$ cat src/rtl/multicycle_controller.sv
// Main control FSM for the multicycle RV32I core: sequences ALU, unified memory
// port, instruction register and register file over 3-5 cycles per instruction.
module multicycle_controller (
    input  logic       clk,
    input  logic       rst_n,
    input  logic [6:0] op,
    input  logic [2:0] funct3,
    input  logic       zero,
    input  logic       mem_ready,
    output logic       PCWrite,
    output logic       AdrSrc,
    output logic       MemWrite,
    output logic       IRWrite,
    output logic       RegWrite,
    output logic [1:0] ResultSrc,
    output logic [1:0] ALUSrcA,
    output logic [1:0] ALUSrcB,
    output logic [1:0] ALUOp,
    output logic [1:0] ImmSrc,
    output logic       instr_done,
    output logic       illegal,
    output logic [3:0] state
);

    localparam logic [6:0] OP_LW     = 7'b0000011;
    localparam logic [6:0] OP_SW     = 7'b0100011;
    localparam logic [6:0] OP_RTYPE  = 7'b0110011;
    localparam logic [6:0] OP_IALU   = 7'b0010011;
    localparam logic [6:0] OP_JAL    = 7'b1101111;
    localparam logic [6:0] OP_BRANCH = 7'b1100011;

    typedef enum logic [3:0] {
        S_FETCH    = 4'd0,
        S_DECODE   = 4'd1,
        S_MEMADR   = 4'd2,
        S_MEMREAD  = 4'd3,
        S_MEMWB    = 4'd4,
        S_MEMWRITE = 4'd5,
        S_EXECUTER = 4'd6,
        S_ALUWB    = 4'd7,
        S_EXECUTEI = 4'd8,
        S_JAL      = 4'd9,
        S_BRANCH   = 4'd10
    } state_t;

    state_t state_q, state_d;

    assign state = state_q;

    always_ff @(posedge clk or negedge rst_n) begin
        if (!rst_n) state_q <= S_FETCH;
        else        state_q <= state_d;
    end

    // Next state and state-decoded controls. The fetch enables are gated by
    // rst_n so no write fires while the core is held in reset.
    always_comb begin
        state_d    = S_FETCH;
        PCWrite    = 1'b0;
        AdrSrc     = 1'b0;
        MemWrite   = 1'b0;
        IRWrite    = 1'b0;
        RegWrite   = 1'b0;
        ResultSrc  = 2'b00;
        ALUSrcA    = 2'b00;
        ALUSrcB    = 2'b00;
        ALUOp      = 2'b00;
        instr_done = 1'b0;
        illegal    = 1'b0;
        case (state_q)
            S_FETCH: begin
                state_d   = mem_ready ? S_DECODE : S_FETCH;
                ALUSrcB   = 2'b10;
                ResultSrc = 2'b10;
                IRWrite   = mem_ready & rst_n;
                PCWrite   = mem_ready & rst_n;
            end
            S_DECODE: begin
                ALUSrcA = 2'b01;
                ALUSrcB = 2'b01;
                case (op)
                    OP_LW, OP_SW: state_d = S_MEMADR;
                    OP_RTYPE:     state_d = S_EXECUTER;
                    OP_IALU:      state_d = S_EXECUTEI;
                    OP_JAL:       state_d = S_JAL;
                    OP_BRANCH:    state_d = S_BRANCH;
                    default: begin
                        state_d = S_FETCH;
                        illegal = 1'b1;
                    end
                endcase
            end
            S_MEMADR: begin
                state_d = (op == OP_SW) ? S_MEMWRITE : S_MEMREAD;
                ALUSrcA = 2'b10;
                ALUSrcB = 2'b01;
            end
            S_MEMREAD: begin
                state_d = mem_ready ? S_MEMWB : S_MEMREAD;
                AdrSrc  = 1'b1;
            end
            S_MEMWB: begin
                state_d    = S_FETCH;
                ResultSrc  = 2'b01;
                RegWrite   = 1'b1;
                instr_done = 1'b1;
            end
            S_MEMWRITE: begin
                state_d    = mem_ready ? S_FETCH : S_MEMWRITE;
                AdrSrc     = 1'b1;
                MemWrite   = 1'b1;
                instr_done = mem_ready;
            end
            S_EXECUTER: begin
                state_d = S_ALUWB;
                ALUSrcA = 2'b10;
                ALUOp   = 2'b10;
            end
            S_EXECUTEI: begin
                state_d = S_ALUWB;
                ALUSrcA = 2'b10;
                ALUSrcB = 2'b01;
                ALUOp   = 2'b10;
            end
            S_ALUWB: begin
                state_d    = S_FETCH;
                RegWrite   = 1'b1;
                instr_done = 1'b1;
            end
            S_JAL: begin
                state_d = S_ALUWB;
                ALUSrcA = 2'b01;
                ALUSrcB = 2'b10;
                PCWrite = 1'b1;
            end
            S_BRANCH: begin
                state_d    = S_FETCH;
                ALUSrcA    = 2'b10;
                ALUOp      = 2'b01;
                PCWrite    = zero ^ funct3[0];
                instr_done = 1'b1;
            end
            default: state_d = S_FETCH;
        endcase
    end

    always_comb begin
        case (op)
            OP_SW:     ImmSrc = 2'b01;
            OP_BRANCH: ImmSrc = 2'b10;
            OP_JAL:    ImmSrc = 2'b11;
            default:   ImmSrc = 2'b00;
        endcase
    end

endmodule

$ cat config.mk
export PLATFORM = sky130hd
export DESIGN_NAME = multicycle_controller
export DESIGN_NICKNAME = d
export VERILOG_FILES = /design/src/rtl/multicycle_controller.sv
export SDC_FILE = /design/constraint.sdc
export NUM_CORES = 1
export LEC_CHECK = 0
export CORE_UTILIZATION = 30
export CTS_BUF_LIST = sky130_fd_sc_hd__clkbuf_8
export DETAILED_ROUTE_END_ITERATION = 8
export GPL_TIMING_DRIVEN = 0
export PLACE_DENSITY = 0.69
export SLEW_MARGIN = 20
export SYNTH_ARGS = -nofsm -noshare
export SYNTH_HDL_FRONTEND = slang
export SYNTH_SLANG_ARGS = --single-unit
$ cat constraint.sdc
create_clock -name clk -period 2 [get_ports clk]
set_clock_uncertainty 0.1 [all_clocks]
set_input_delay 0.6 -clock clk [delete_from_list [all_inputs] [get_ports clk]]
set_output_delay 0.6 -clock clk [all_outputs]
set_load 0.03 [all_outputs]
==> results_dict.tcl, run 1 <==
set metrics [dict create \
    ys_warn_count 0 \
    vdd_drop_max_v 0.00100 \
    grt_use_total_pct 27.4 \
    syn_nets 93 \
    path_clk_slew_ns 0.04 \
    synth_ff_type "dfrtp_1" \
    worstMarginPinSlew_ns 0.327 \
    area_growth_pct 180 \
    reg2reg_to "state[1]" \
    critPathArrivalTime_ns 1.64 \
    grt_pass1_vias 931 \
    core_um2 1780 \
    grt_pass1_wl_um 4110 \
    fin_nets 171 \
    vias 998 \
    final_common_cell "buf_4" \
    clock-sinks 4 \
    multiInputGateArea_um2 713 \
    fillers 64 \
    rsz0062_at_grt "yes" \
    setup-tns-final_ns -1.86 \
    min_period_ns 2.34 \
    post_drt_wl_per_cell_um 19.6 \
    syn_area_um2 583 \
    cellPowerDensity_nw_per_um2 1250 \
    die_w_um 46.1 \
    ys_types 35 \
    setup_slack_ns -0.339 \
    initialDrtViolationCount 29 \
    hpwl_um 1440 \
    clk_latency_ns 0.22 \
    reg2reg_from "state[0]" \
    cts_buffer_depth 2 \
    hold_path_class "input pin to async pin" \
    htreeDepth 1 \
    remaining_drc_errors 0 \
    slew_viol_final 0 \
    largest_reg_flops 4 \
    avgSynthCellArea_um2 7.38 \
    grt_overflow 0 \
    fp.dieArea_um2 2120 \
    regToRegSetupSlack_ns 0.35 \
    ys_seq_area_share_pct 17.2 \
    worst_r2r_path_depth 8 \
    drt_wl_total_um 3540 \
    drive_above_1_share_pct 74.2 \
    fin_crit_sh_pct 117 \
    antenna_left 0 \
    cts_tree "yes" \
    final_area_um2 1640 \
    async_flop_share_pct 100 \
    required_ns 1.30 \
    crit_type "input pin to output port" \
    failed_checks "setup timing" \
    synth.area.top_cells "dfrtp_1 17%, nand2b_1 11%, a21oi_1 6.9%" \
    setup_viol 16 \
    relSlewSlack_pct 78.3 \
    status "finished with violations" \
    die_h_um 46.1 \
    cp-start-kind "input pin" \
    cp-end-kind "output port" \
    rows 15 \
    p_total_mw 2.05 \
    max_freq_ghz 0.427 \
    firstDrtPassIters 4 \
    pin_count 35 \
    yosysTopAreaCellShare_pct 17.2 \
    antenna_cells 0 \
    routabilityCongestion 0.756 \
    place_ws_ns -1.34 \
    register_area_um2 105 \
    antenna_found_initial 0 \
    io_buffers 32 \
    synth-seq-cells 4 \
    synthCells 79 \
    cap_violations 0 \
    initial_core_util_pct 32.7 \
    most-common-layout-cells "31 x buf_4, 27 x buf_6, 7 x buf_8, 7 x nand2b_4, 7 x dlygate4sd2_1" \
    grt_max_degree 9 \
    synth_edf_count 0 \
    total_leakage_power_nw 0.726 \
    root_buffer "clkbuf_8" \
    placed_cell_area_um2 1110 \
    synth_top_cell_by_area "dfrtp_1" \
    routed_via_density 5.54 \
    hold_viol_final 0 \
    cts_inserted_buffers 3 \
    cp_max_fo 3 \
]
area by class of cell:
type / instances / area share, %
plain buffers: 4 / 3.67
well taps: 25 / 1.91
clock buffers: 3 / 2.52
multi-input cells: 68 / 43.6
repair buffers: 73 / 41.2
inverters: 3 / 0.689
flip-flops and latches: 4 / 6.43
worst max-delay path, cell delays in order:
cell and delay (ns):
buf_8 0.10, and4bb_2 0.34, or3b_4 0.41, nand2_4 0.07
buf_6 0.12
Yosys cell counts (2+ instances only):
| library cell | count |
|---|---|
| nand2_1 | 7 |
| nand3b_1 | 2 |
| inv_1 | 3 |
| o221ai_1 | 2 |
| dfrtp_1 | 4 |
| nor2_1 | 5 |
| nand2b_1 | 10 |
| or3_1 | 2 |
| nor3b_1 | 2 |
| nor2b_1 | 3 |
| xor2_1 | 3 |
| nor3_1 | 4 |
| a21oi_1 | 8 |
| buf_2 | 3 |
where the power goes:
group / internal, mW / total [mW] / leakage [nW] / switching, mW
logic: 0.835 / 1.73 / 0.657 / 0.896
registers: 0.108 / 0.145 / 0.0477 / 0.0370
clock network: 0.129 / 0.174 / 0.0216 / 0.0453
total: 1.07 / 2.05 / 0.726 / 0.978
worst max path at each step:
stage / start / end
global placement: op[3] / ImmSrc[0]
CTS: op[2] / ImmSrc[0]
detailed placement: op[3] / ImmSrc[0]
global route: op[3] / ImmSrc[0]
floorplan: state[2] / PCWrite
finish: op[3] / ImmSrc[0]
metal layers:
layer	vias up	share of wire [%]	GRT usage [%]
met2	82	52	54.9
met4	0	1.6	10.6
met5	-	0	0
met1	471	38	26.9
li1	435	-	-
met3	10	7.5	5.10
stage by stage:
stage	instances	hold slack (ns)	utilization, %
after floorplan	79	0.204	-
after global placement	136	0.662	62.2
after detailed placement	136	0.666	62.2
after CTS	170	0.234	83.9
after global routing	180	0.253	91.7
final	180	0.245	91.7
timing repair:
| action | 4_1_cts | 5_1_grt |
|---|---|---|
| resized for setup | 190 | 21 |
| pin swaps | 15 | 11 |
| hold buffers | 0 | 0 |
| cloned | 1 | 0 |
| setup buffers | 30 | 10 |
| endpoints found under the setup margin | 22 | 16 |
cell families after synthesis:
logic type	after synthesis	synth area share (%)
AO/OA/AOI/OAI	19	23.8
XOR/XNOR	4	6.01
adder cells (fa/ha/maj)	1	1.72
buffers and inverters	7	5.15
flip-flops	4	17.2
AND/OR/NAND/NOR	44	46.1
Note: power is estimated with default switching activity, not from simulation.
==> inputs of run 2 (changes only) <==
--- a/config.mk
+++ b/config.mk
@@ -7,6 +7,7 @@
 export LEC_CHECK = 0
 export CORE_UTILIZATION = 30
 export CTS_BUF_LIST = sky130_fd_sc_hd__clkbuf_8
+export CTS_CLUSTER_SIZE = 12
 export DETAILED_ROUTE_END_ITERATION = 8
 export GPL_TIMING_DRIVEN = 0
 export PLACE_DENSITY = 0.69
==> results of run 2 <==
No change in the layout: final DEF, timing and power equal those of run 1.
==> inputs of run 3 (changes only) <==
--- a/config.mk
+++ b/config.mk
@@ -10,6 +10,7 @@
 export CTS_CLUSTER_SIZE = 12
 export DETAILED_ROUTE_END_ITERATION = 8
 export GPL_TIMING_DRIVEN = 0
+export MAX_ROUTING_LAYER = met4
 export PLACE_DENSITY = 0.69
 export SLEW_MARGIN = 20
 export SYNTH_ARGS = -nofsm -noshare
==> run 3 against run 2 <==
  * Die area stayed put
  * Combinational power is essentially flat
  * Via count is 0.60% lower
  * Global-route usage rose by 0.80 points
  * First-iteration DRC count is the same
  * Core utilization did not move
  * Sequential share of layout area unchanged
  * Critical path type unchanged
  * Worst setup slack gained 0.0012 ns
  * Critical endpoint unchanged
  * Sequential power about the same
  * The flow still finishes with violations (setup timing)
==> results_dict.tcl, run 3 (synthesis results as in run 1) <==
set metrics [dict create \
    setup.worst_path.start "op[3]" \
    pin_count 35 \
    final_common_cell "buf_4" \
    antenna_left 0 \
    most-common-layout-cells "31 x buf_4, 27 x buf_6, 7 x buf_8, 7 x nand2b_4, 7 x dlygate4sd2_1" \
    total_leakage_power_nw 0.726 \
    required_ns 1.30 \
    root_buffer "clkbuf_8" \
    routed_via_density 5.51 \
    fin_nets 171 \
    grt_pass1_vias 932 \
    post_drt_wl_per_cell_um 19.6 \
    worstMarginPinSlew_ns 0.329 \
    initial_core_util_pct 32.7 \
    status "finished with violations" \
    largest_reg_flops 4 \
    cp_slowest_cell "or3b_4" \
    clock-sinks 4 \
    min_period_ns 2.34 \
    die_h_um 46.1 \
    cp_num_buf_inv 2 \
    cts_tree "yes" \
    cts_buffer_depth 2 \
    cp_slowest_stage_delay_ns 0.41 \
    antenna_found_initial 0 \
    drive_above_1_share_pct 74.2 \
    setup-tns-final_ns -1.89 \
    reg2reg_from "state[0]" \
    cp_top_family "simple AND/OR/NAND/NOR gates" \
    vias 992 \
    critPathArrivalTime_ns 1.64 \
    core_um2 1780 \
    relSlewSlack_pct 78.2 \
    cap_violations 0 \
    remaining_drc_errors 0 \
    hpwl_um 1440 \
    hold_path_class "input pin to async pin" \
    antenna_cells 0 \
    register_area_um2 105 \
    cp_max_fo 3 \
    crit_type "input pin to output port" \
    cp-end-kind "output port" \
    grt_use_total_pct 28.2 \
    failed_checks "setup timing" \
    cp-start-kind "input pin" \
    max_freq_ghz 0.428 \
    htreeDepth 1 \
    grt_max_degree 9 \
    area_growth_pct 180 \
    cts_inserted_buffers 3 \
    cp_cell_sequence "buf_8 > and4bb_2 > or3b_4 > nand2_4 > buf_6" \
    grt_overflow 0 \
    io_buffers 32 \
    fin_crit_sh_pct 117 \
    fp.dieArea_um2 2120 \
    setup_viol 16 \
    firstDrtPassIters 4 \
    grt_pass1_wl_um 4110 \
    rows 15 \
    clk_latency_ns 0.22 \
    die_w_um 46.1 \
    vdd_drop_max_v 0.000995 \
    path_clk_slew_ns 0.04 \
    routabilityCongestion 0.766 \
    rsz0062_at_grt "yes" \
    slew_viol_final 0 \
    setup_slack_ns -0.338 \
    postCtsHoldBufs 0 \
    multiInputGateArea_um2 713 \
    hold_viol_final 0 \
    cellPowerDensity_nw_per_um2 1250 \
    place_ws_ns -1.34 \
    drt_wl_total_um 3520 \
    fillers 64 \
    initialDrtViolationCount 29 \
]
==> run 3: cell counts in the layout (fill, tap and decap cells not counted) <==
Identical to the previous run, type by type.
==> run 3: metal layers <==
| metal | share of wire (%) | wire, um | global-route usage [%] |
|---|---|---|---|
| met4 | 1.4 | 51 | 10.6 |
| met3 | 6.6 | 233 | 5.10 |
| met5 | 0 | 0 | - |
| met1 | 39 | 1370 | 26.9 |
| met2 | 53 | 1860 | 54.9 |
==> run 3: layout make-up <==
type	instances	area share [%]
Buffer	4	3.67
Timing Repair Buffer	73	41.2
Multi-Input combinational cell	68	43.6
Clock buffer	3	2.52
Inverter	3	0.689
Sequential cell	4	6.43
Tap cell	25	1.91
==> run 3: worst paths after layout <==
path | to | slack, ns | cells past startpoint
worst min register to register | state[3] | 0.73 | 4
worst min-delay path | state[2] | 0.24 | 1
max in group asynchronous | state[3] | 1.34 | 1
min in group clk | state[3] | 0.64 | 3
worst max-delay path | ImmSrc[0] | -0.34 | 5
worst max register to register | state[1] | 0.35 | 8
==> run 3: power breakdown <==
part	switching, mW	internal (mW)
Combinational	0.894	0.835
Sequential	0.0369	0.108
Clock	0.0456	0.129
Total	0.977	1.07
==> run 3: repair_timing <==
| item | CTS | global route |
|---|---|---|
| setup buffers | 30 | 10 |
| gates resized for setup | 190 | 21 |
| pin swaps | 15 | 11 |
| endpoints found under the setup margin | 22 | 16 |
| gates cloned | 1 | 0 |
==> run 3: stage by stage <==
step,cells,util (%),area [um2],hold slack [ns],power [mW]
after detailed placement,136,62.2,1110,0.666,1.27
after floorplan,79,-,757,0.204,0.921
after global placement,136,62.2,1110,0.662,1.27
final,180,91.7,1640,0.240,2.05
after global routing,180,91.7,1640,0.253,2.12
after CTS,170,83.9,1500,0.234,1.75
